### src/rtl/one_hot_mux_buf.sv
`default_nettype none
// ============================================================================
// Module      : one_hot_mux_buf
// Description : One-hot select of CNT valid/ready producer channels into a
//               2-entry FIFO output buffer with a valid/ready consumer port.
//               Reports a sticky multi-hot-select error.
//               Optional macro ONE_HOT_MUX_BUF_PRIO_EN reduces the select to
//               its lowest set bit before every use; the error still sees
//               the raw select.
// Revision    : 1.0 - initial release
// ============================================================================
module one_hot_mux_buf #(
    parameter int WIDTH = 32,
    parameter int CNT   = 5
) (
    input  logic                  clk,
    input  logic                  rst_n,
    input  logic [WIDTH*CNT-1:0]  din,
    input  logic [CNT-1:0]        din_vld,
    output logic [CNT-1:0]        din_rdy,
    input  logic [CNT-1:0]        sel,
    output logic [WIDTH-1:0]      dout,
    output logic                  dout_vld,
    input  logic                  dout_rdy,
    output logic [1:0]            occ,
    output logic                  err,
    input  logic                  err_clr
);

    localparam logic [CNT-1:0] c_one      = {{(CNT-1){1'b0}}, 1'b1};
    localparam logic [1:0]     c_occ_zero = 2'd0;
    localparam logic [1:0]     c_occ_one  = 2'd1;
    localparam logic [1:0]     c_occ_two  = 2'd2;

    logic [WIDTH-1:0] r_mem0;   // head entry, drives dout directly
    logic [WIDTH-1:0] r_mem1;   // second entry
    logic [1:0]       r_occ;
    logic             r_err;

    logic [CNT-1:0]   w_sel;
    logic [WIDTH-1:0] w_word;
    logic             w_full;
    logic             w_push;
    logic             w_pop;
    logic             w_multi;
    logic             w_err_set;

`ifdef ONE_HOT_MUX_BUF_PRIO_EN
    // Lowest set bit of the select wins; two's-complement isolate.
    assign w_sel = sel & (~sel + c_one);
`else
    assign w_sel = sel;
`endif

    // More than one select bit set: clearing the lowest bit leaves a residue.
    assign w_multi   = |(sel & (sel - c_one));
    assign w_err_set = w_multi & (|(sel & din_vld));

    assign w_full   = (r_occ == c_occ_two);
    assign din_rdy  = w_sel & {CNT{~w_full}};
    assign w_push   = (|(w_sel & din_vld)) & ~w_full;
    assign dout_vld = (r_occ != c_occ_zero);
    assign w_pop    = dout_vld & dout_rdy;

    assign dout = r_mem0;
    assign occ  = r_occ;
    assign err  = r_err;

    // OR-combine every selected channel into the word to be pushed.
    always_comb begin
        w_word = '0;
        for (int k = 0; k < CNT; k++) begin
            if (w_sel[k]) begin
                w_word = w_word | din[k*WIDTH +: WIDTH];
            end
        end
    end

    // Two-entry FIFO: head stays in r_mem0 so dout never sees din combinationally.
    always_ff @(posedge clk or negedge rst_n) begin
        if (!rst_n) begin
            r_mem0 <= '0;
            r_mem1 <= '0;
            r_occ  <= c_occ_zero;
        end else begin
            case (r_occ)
                c_occ_zero: begin
                    if (w_push) begin
                        r_mem0 <= w_word;
                        r_occ  <= c_occ_one;
                    end
                end
                c_occ_one: begin
                    if (w_push && w_pop) begin
                        r_mem0 <= w_word;
                    end else if (w_push) begin
                        r_mem1 <= w_word;
                        r_occ  <= c_occ_two;
                    end else if (w_pop) begin
                        // head keeps the popped word so dout holds it while empty
                        r_occ  <= c_occ_zero;
                    end
                end
                c_occ_two: begin
                    if (w_pop) begin
                        r_mem0 <= r_mem1;
                        r_occ  <= c_occ_one;
                    end
                end
                default: begin
                    r_occ <= c_occ_zero;
                end
            endcase
        end
    end

    // Sticky error: a new multi-hot request overrides a same-cycle clear.
    always_ff @(posedge clk or negedge rst_n) begin
        if (!rst_n) begin
            r_err <= 1'b0;
        end else if (w_err_set) begin
            r_err <= 1'b1;
        end else if (err_clr) begin
            r_err <= 1'b0;
        end
    end

endmodule
`default_nettype wire

### config.mk
export PLATFORM = sky130hd
export DESIGN_NAME = one_hot_mux_buf
export DESIGN_NICKNAME = d
export VERILOG_FILES = /design/src/rtl/one_hot_mux_buf.sv
export SDC_FILE = /design/constraint.sdc
export NUM_CORES = 1
export LEC_CHECK = 0
export CAP_MARGIN = 20
export CORE_ASPECT_RATIO = 0.9
export CORE_MARGIN = 5
export CORE_UTILIZATION = 30
export DETAILED_ROUTE_END_ITERATION = 10
export GPL_ROUTABILITY_DRIVEN = 0
export MAX_ROUTING_LAYER = met4
export PLACE_DENSITY = 0.65
export SLEW_MARGIN = 10
export SYNTH_ARGS = -nofsm -noshare
export SYNTH_HDL_FRONTEND = slang
export SYNTH_SLANG_ARGS = --single-unit
export TNS_END_PERCENT = 10
### constraint.sdc
create_clock -name clk -period 3.3 [get_ports clk]
set_input_delay 0.66 -clock clk [delete_from_list [all_inputs] [get_ports clk]]
set_output_delay 0.66 -clock clk [all_outputs]
set_load 0.05 [all_outputs]
# After elaboration in Yosys (flattened, before gate mapping)
# Index checks and enable logic that the tools add are counted.
[word_totals]
output_inout_bits = 41
in_bits = 174
regBits = 67
wordCells = 51
[classes]
muxes = 17
eq_ne = 7
add_sub_neg = 1
n_bitwise = 12
reduce_logical = 10
[ops]
columns = ["operator", "n"]
rows = [
  ["32-bit 2-to-1 mux", 8],
  ["32-bit bitwise OR", 4],
  ["32-bit one-hot mux with 3 select lines", 1],
  ["5-bit bitwise AND", 3],
  ["2-bit 2-to-1 mux", 5],
  ["5-bit OR reduction", 2],
  ["4-bit AND reduction", 2],
  ["2-bit inequality test (second input constant)", 3],
  ["2-bit one-hot mux with 3 select lines", 1],
  ["5-bit by 1-bit subtractor with 5-bit output (second input constant)", 1],
  ["2-bit nonzero test", 2],
  ["1-bit bitwise AND", 3],
  ["3-bit inequality test (second input constant)", 1],
  ["3-bit AND reduction", 1],
  ["3-bit nonzero test", 1],
  ["2-bit by 1-bit == test with 1-bit output (second input constant)", 1],
  ["2-bit == test (second input constant)", 1],
  ["2-bit logical NOT", 1],
  ["1-bit 2-to-1 mux", 2],
  ["2-bit by 1-bit inequality test with 1-bit output (second input constant)", 1],
  ["1-bit inverter", 2],
  ["1-bit logical AND", 1],
]

# Longest topological paths before layout
# Gate-level depths: netlist (run 1).
[depth]
depth_word = 11
depth_mapped = 7
mapped_depth_nobuf = 4

# Least setup slack after synthesis (run 1)
# OpenSTA, ideal clock, no wires.
[synth_timing]
path_type = "register to output"
from = "register r_occ[0] (netlist: occ[0])"
to = "output port din_rdy[0]"
slack_ns = 0.964
t_arrival_ns = 1.676
n_path_buf = 2
required_ns = 2.640
path_stages_with_launch = 5
path_cell_list = "dfrtp_1 > nand2b_1 > buf_2 > clkbuf_1 > and2_1"
[synth_via]
elab_chain_cells = 3
[synth_lines]
columns = ["item", "line_no", "text"]
rows = [
  ["from (decl)", "37", "logic [1:0] r_occ;"],
  ["from (signal assigned)", "84", "r_occ <= c_occ_zero;"],
  ["from (signal assigned)", "90", "r_occ <= c_occ_one;"],
  ["from (signal assigned)", "98", "r_occ <= c_occ_two;"],
  ["2-bit == test", "59", "assign w_full = (r_occ == c_occ_two);"],
  ["1-bit inverter", "60", "assign din_rdy = w_sel & {CNT{~w_full}};"],
  ["5-bit bitwise AND", "60", ""],
  ["to (decl)", "20", "output logic [CNT-1:0] din_rdy,"],
]
# No other way between the ends.

# Final worst setup path (run 1)
[layout_timing]
from = "input port sel[1]"
to = "output port din_rdy[1]"
[layout_via]
elab_chain_cells = 1
[layout_lines]
columns = ["item", "line_no", "text"]
rows = [
  ["from (decl)", "21", "input logic [CNT-1:0] sel,"],
  ["5-bit bitwise AND", "60", ""],
]
# No other way between the ends.

==> results of run 1 <==
## worst max-delay path, cell delays in order
cell             delay, ns
clkdlybuf4s50_1       0.60
buf_4                 0.46
and2_1                0.26
buf_12                0.15
## kinds of logic after synthesis
logic type | after synthesis | share of synthesized area [%]
AOI/OAI and AO/OA | 106 | 18.89
adders and majority gates | 1 | 0.2623
buffers and inverters | 40 | 5.049
DFF | 67 | 43.93
muxes | 32 | 12.39
and+or+nand+nor | 170 | 19.48
## layout make-up
class / count / area (um^2)
fillers: 1172 / 6115
clock buffers: 11 / 242.7
flip-flops and latches: 67 / 1677
diodes: 1 / 2.502
repair buffers: 228 / 2320
multi-input cells: 309 / 1968
inverters: 2 / 7.507
well taps: 164 / 205.2
clock inverters: 5 / 52.55
## path summary, 6_finish.rpt
check | start | to | slack (ns) | depth (start not counted)
min reg2reg | dout[6] | dout[6] | 0.51 | 1
min in group clk | dout[6] | dout[6] | 0.51 | 1
min | rst_n | r_mem1[29] | 0.45 | 1
max in group asynchronous | rst_n | dout[14] | 2.30 | 1
max | sel[1] | din_rdy[1] | 0.49 | 4
max reg2reg | occ[0] | dout[24] | 1.11 | 4
## metrics by stage
stage | hold WS [ns] | power (W)
2_1_floorplan | 0.3644 | 0.003145
3_3_place_gp | 0.4913 | 0.004088
3_5_place_dp | 0.4957 | 0.004148
4_1_cts | 0.4796 | 0.005113
5_1_grt | 0.5297 | 0.005317
6_report | 0.4497 | 0.005068
## registers in the layout, indices dropped and copies added (netlist names)
register	count
err	1
occ	2
r_mem1	32
dout	32
## power breakdown
| part | switching, W | internal, W |
|---|---|---|
| Sequential | 0.000236 | 0.00122 |
| Clock | 0.000343 | 0.000601 |
| Combinational | 0.00152 | 0.00116 |
## layer usage
metal	wire, um	vias up	track usage (%)	part of all wire, %
met5	0	-	-	0
met4	412	0	6.648	2.8
met3	1166	22	4.946	7.8
met2	7376	195	33.87	50
met1	5915	1899	22.21	40
li1	-	1906	-	-
## cells in the final DEF, fill, tap and decap left out, types with 2 or more instances in the layout
master           netlist  routed
and3_1                32      32
nor2_1                64      64
dfrtp_1               67      67
buf_12                 0       7
clkdlybuf4s50_1        0     208
and2_1                 5       5
clkbuf_16              0       9
a21oi_1               65      64
buf_4                  0      13
mux2_2                 2       2
nand2_1               65      65
clkinv_2               0       3
o221ai_1               2       2
mux2_4                30      30
a222oi_1              33      33
inv_1                  2       2
==> results.sh, run 1 <==
export IMPL_worstPathArrival_ns=2.15
export IMPL_dp_final_hpwl_um=10880
export IMPL_nets=791
export IMPL_via_per_inst=5.111
export IMPL_period_share_pct=85.23
export IMPL_ys_top_cells_by_count="67 x dfrtp_1, 65 x a21oi_1, 65 x nand2_1"
export IMPL_place_inst=770
export IMPL_period_needed_ns=2.813
export IMPL_start_util_pct=30.31
export IMPL_worstMarginPinSlew_ns=0.8492
export IMPL_drive_above_1_share_pct=11.74
export IMPL_synth_cell_types=26
export IMPL_postRouteAntennaNets=0
export IMPL_grt_pass1_vias=4319
export IMPL_ctsResizeCount=0
export IMPL_dpl_cell_area_mm2=0.006177
export IMPL_core_area_mm2=0.01259
export IMPL_status="completed"
export IMPL_root_buffer="clkbuf_16"
export IMPL_required_ns=2.64
export IMPL_synth_area_per_cell_um2=9.173
export IMPL_cts_tree="built"
export IMPL_yosysSeqAreaShare_pct=43.93
export IMPL_drtIter0Drc=336
export IMPL_synthArstFlopShare_pct=100.0
export IMPL_cellLeakagePower_nw=2.627
export IMPL_yosys_top_cells_area="dfrtp_1 44%, mux2_4 12%, a222oi_1 8.7%, a21oi_1 8.5%, nand2_1 6.4%"
export IMPL_end_kind="primary output"
export IMPL_fp_dieH_um=117.0
export IMPL_drc_errors=0
export IMPL_clk_latency_ns=0.32
export IMPL_stdcell_count=787
export IMPL_antenna_found_initial=1
export IMPL_syn_area_mm2=0.003816
export IMPL_rows=39
export IMPL_slew_headroom_pct=43.38
export IMPL_slew_viol_final=0
export IMPL_synth_net_count=590
export IMPL_die_area_mm2=0.01508
export IMPL_dr_pass1_iters=6
export IMPL_rsz0062_at_grt="false"
export IMPL_die_width_um=128.9
export IMPL_io_buffers=214
export IMPL_clock_fmax_ghz=0.3556
export IMPL_place_ws_ns=0.3317
export IMPL_final_core_util_pct=51.43
export IMPL_yosysTopAreaCellShare_pct=43.93
export IMPL_vias=4022
export IMPL_area_delta_synth_final_pct=69.67
export IMPL_synth_edf_count=0
export IMPL_setup_violations=0
export IMPL_cts_setup_buffers=0
export IMPL_grt_max_degree=68
export IMPL_synth_seq_cells=67
export IMPL_cp_max_fo=35
export IMPL_hp_class="primary input to asynchronous set/reset pin"
export IMPL_clkSinkCount=67
export IMPL_ys_warn_count=0
export IMPL_grt_overflow=0
export IMPL_clkTransAtPathRegs_ns=0.06
export IMPL_grt_pass1_wl_um=22420
export IMPL_synth_flop_cell="dfrtp_1"
export IMPL_htreeDepth=3
export IMPL_maxCapViolCount=0
export IMPL_hold_buffers=0
export IMPL_numCtsBuffers=9
export IMPL_synth_most_common_cell="dfrtp_1"
export IMPL_fin_area_mm2=0.006475
export IMPL_ioPinCount=215
export IMPL_fin_ws_ns=0.4875
export IMPL_crit_type="primary input to primary output"
export IMPL_power_density_mw_per_mm2=782.7
export IMPL_ir_drop_uv=352.6
export IMPL_skew_ns=0.007597
export IMPL_avgRoutedWirePerCell_um=18.90
export IMPL_start_kind="primary input"
export IMPL_clk_path_buf_depth=2
export IMPL_wl_um=14870
export IMPL_setup_tns_final_ns=0
export IMPL_hold_viol=0
export IMPL_synth_cells=416
export IMPL_yosys_area_top_type="dfrtp_1"
export IMPL_gr_usage_all_layers_pct=19.57
No activity file was read; power rests on OpenSTA's default activity.
==> run 2: changes to the inputs <==
CORE_UTILIZATION = 43   (was 30)
CTS_BUF_LIST = sky130_fd_sc_hd__clkbuf_8   (was default)
PLACE_DENSITY = 0.89   (was 0.65)
==> run 2 against run 1 <==
Effect of this change:
- non-clock buffer count is 3 lower
- largest power group unchanged
- combinational power hardly changed
- largest cell class unchanged
- critical endpoint is now din_rdy[4]
- clock power is 23% lower
- via count grew 3.0%
==> results.sh, run 2 (synthesis gave the netlist of run 1 again) <==
export IMPL_layout_common_cells="208 x clkdlybuf4s50_1, 67 x dfrtp_1, 65 x nand2_1"
export IMPL_r2r_slack_ns=0.92
export IMPL_vias=4142
export IMPL_ctsResizeCount=0
export IMPL_path_cells="clkdlybuf4s50_1 -> buf_4 -> and2_1 -> buf_12"
export IMPL_die_width_um=109.3
export IMPL_maxCapViolCount=0
export IMPL_drc_errors=0
export IMPL_worst_path_stages=4
export IMPL_wl_um=14290
export IMPL_core_area_mm2=0.008608
export IMPL_clkSinkCount=67
export IMPL_period_needed_ns=2.676
export IMPL_nets=788
export IMPL_dr_pass1_iters=6
export IMPL_fp_dieH_um=99.37
export IMPL_clk_latency_ns=0.34
export IMPL_grt_pass1_vias=4372
export IMPL_worst_path_max_delay_cell="clkdlybuf4s50_1"
export IMPL_htreeDepth=3
export IMPL_cp_max_fo=35
export IMPL_r2r_end="dout[27]"
export IMPL_final_core_util_pct=73.28
export IMPL_gr_usage_all_layers_pct=26.44
export IMPL_drtIter0Drc=308
export IMPL_worstSetupEndpoint="din_rdy[4]"
export IMPL_slew_headroom_pct=45.85
export IMPL_io_buffers=214
export IMPL_numCtsBuffers=9
export IMPL_start_util_pct=44.33
export IMPL_hold_viol=0
export IMPL_antenna_found_initial=0
export IMPL_hold_buffers=0
export IMPL_grt_max_degree=41
export IMPL_start_kind="primary input"
export IMPL_dp_final_hpwl_um=10540
export IMPL_root_buffer="clkbuf_8"
export IMPL_crit_start="sel[4]"
export IMPL_required_ns=2.64
export IMPL_cts_setup_buffers=0
export IMPL_worstMarginPinSlew_ns=0.8123
export IMPL_period_share_pct=81.09
export IMPL_die_area_mm2=0.01086
export IMPL_postRouteAntennaNets=0
export IMPL_critPathTopFamily="buffers and inverters"
export IMPL_status="completed"
export IMPL_end_kind="primary output"
export IMPL_clk_path_buf_depth=2
export IMPL_rows=32
export IMPL_hp_class="primary input to asynchronous set/reset pin"
export IMPL_cts_tree="built"
export IMPL_setup_violations=0
export IMPL_cp_slowest_stage_delay_ns=0.53
export IMPL_worstPathArrival_ns=2.02
export IMPL_skew_ns=0.006894
export IMPL_worst_path_buf_inv=3
export IMPL_setup_tns_final_ns=0
export IMPL_ir_drop_uv=434.5
export IMPL_rsz0062_at_grt="false"
export IMPL_diodes=0
export IMPL_crit_type="primary input to primary output"
export IMPL_ioPinCount=215
export IMPL_slew_viol_final=0
export IMPL_grt_pass1_wl_um=21680
export IMPL_cellLeakagePower_nw=2.581
export IMPL_avgRoutedWirePerCell_um=19.38
export IMPL_drive_above_1_share_pct=11.17
export IMPL_power_density_mw_per_mm2=767.4
export IMPL_ff2ff_path_depth=4
export IMPL_via_per_inst=5.620
export IMPL_r2r_start="occ[0]"
export IMPL_mostFrequentLayoutCell="clkdlybuf4s50_1"
export IMPL_grt_overflow=0
export IMPL_clock_fmax_ghz=0.3737
export IMPL_clkTransAtPathRegs_ns=0.07
export IMPL_area_delta_synth_final_pct=65.31
## run 2: worst register-to-register path, cell delays in order, from the launching register on
cell      delay (ns)
dfrtp_1         0.43
nand2b_2        0.52
o21ai_4         0.65
buf_12          0.29
mux2_2          0.37
## run 2: through the flow
step / hold WS [ns] / setup slack (ns) / total power (W) / instance area (um^2) / instances
5_1_grt: 0.4653 / 0.5659 / 0.005052 / 6309 / 737
4_1_cts: 0.4051 / 0.6315 / 0.004874 / 6309 / 737
3_3_place_gp: 0.4917 / 0.4016 / 0.004033 / 6096 / 722
3_5_place_dp: 0.4959 / 0.3969 / 0.004132 / 6096 / 722
2_1_floorplan: 0.3644 / 0.9644 / 0.003145 / 3816 / 416
6_report: 0.3998 / 0.6240 / 0.004841 / 6309 / 737
## run 2: area by class of cell
cell class	count	area, um^2
Multi-Input combinational cell	309	1968
Sequential cell	67	1677
Timing Repair Buffer	225	2295
Tap cell	119	148.9
Clock inverter	2	33.78
Clock buffer	13	178.9
Fill cell	634	2300
Inverter	2	7.507
## run 2: layer usage
metal	share of wire (%)	vias to the layer above	GRT usage, %
met5	0	-	-
met4	3.1	0	11.41
met3	8.4	34	5.840
met2	51	210	45.47
met1	37	2004	29.37
li1	-	1894	-
## run 2: worst min path at each step
| stage | cells past startpoint | to | from | slack (ns) |
|---|---|---|---|---|
| after global routing | 1 | r_mem1[4] | rst_n | 0.47 |
| after global placement | 1 | dout[26] | dout[26] | 0.49 |
| after CTS | 1 | r_mem1[4] | rst_n | 0.41 |
| after detailed placement | 1 | dout[12] | dout[12] | 0.50 |
| final | 1 | r_mem1[4] | rst_n | 0.40 |
| after floorplan | 0 | dout[0] | rst_n | 0.36 |
## run 2: where the power goes
| part | switching (W) | internal (W) | total (W) | leakage (nW) |
|---|---|---|---|---|
| Clock | 0.000298 | 0.000425 | 0.000724 | 0.113 |
| Combinational | 0.00152 | 0.00114 | 0.00265 | 1.79 |
| Sequential | 0.000249 | 0.00121 | 0.00146 | 0.679 |
| Total | 0.00206 | 0.00278 | 0.00484 | 2.58 |
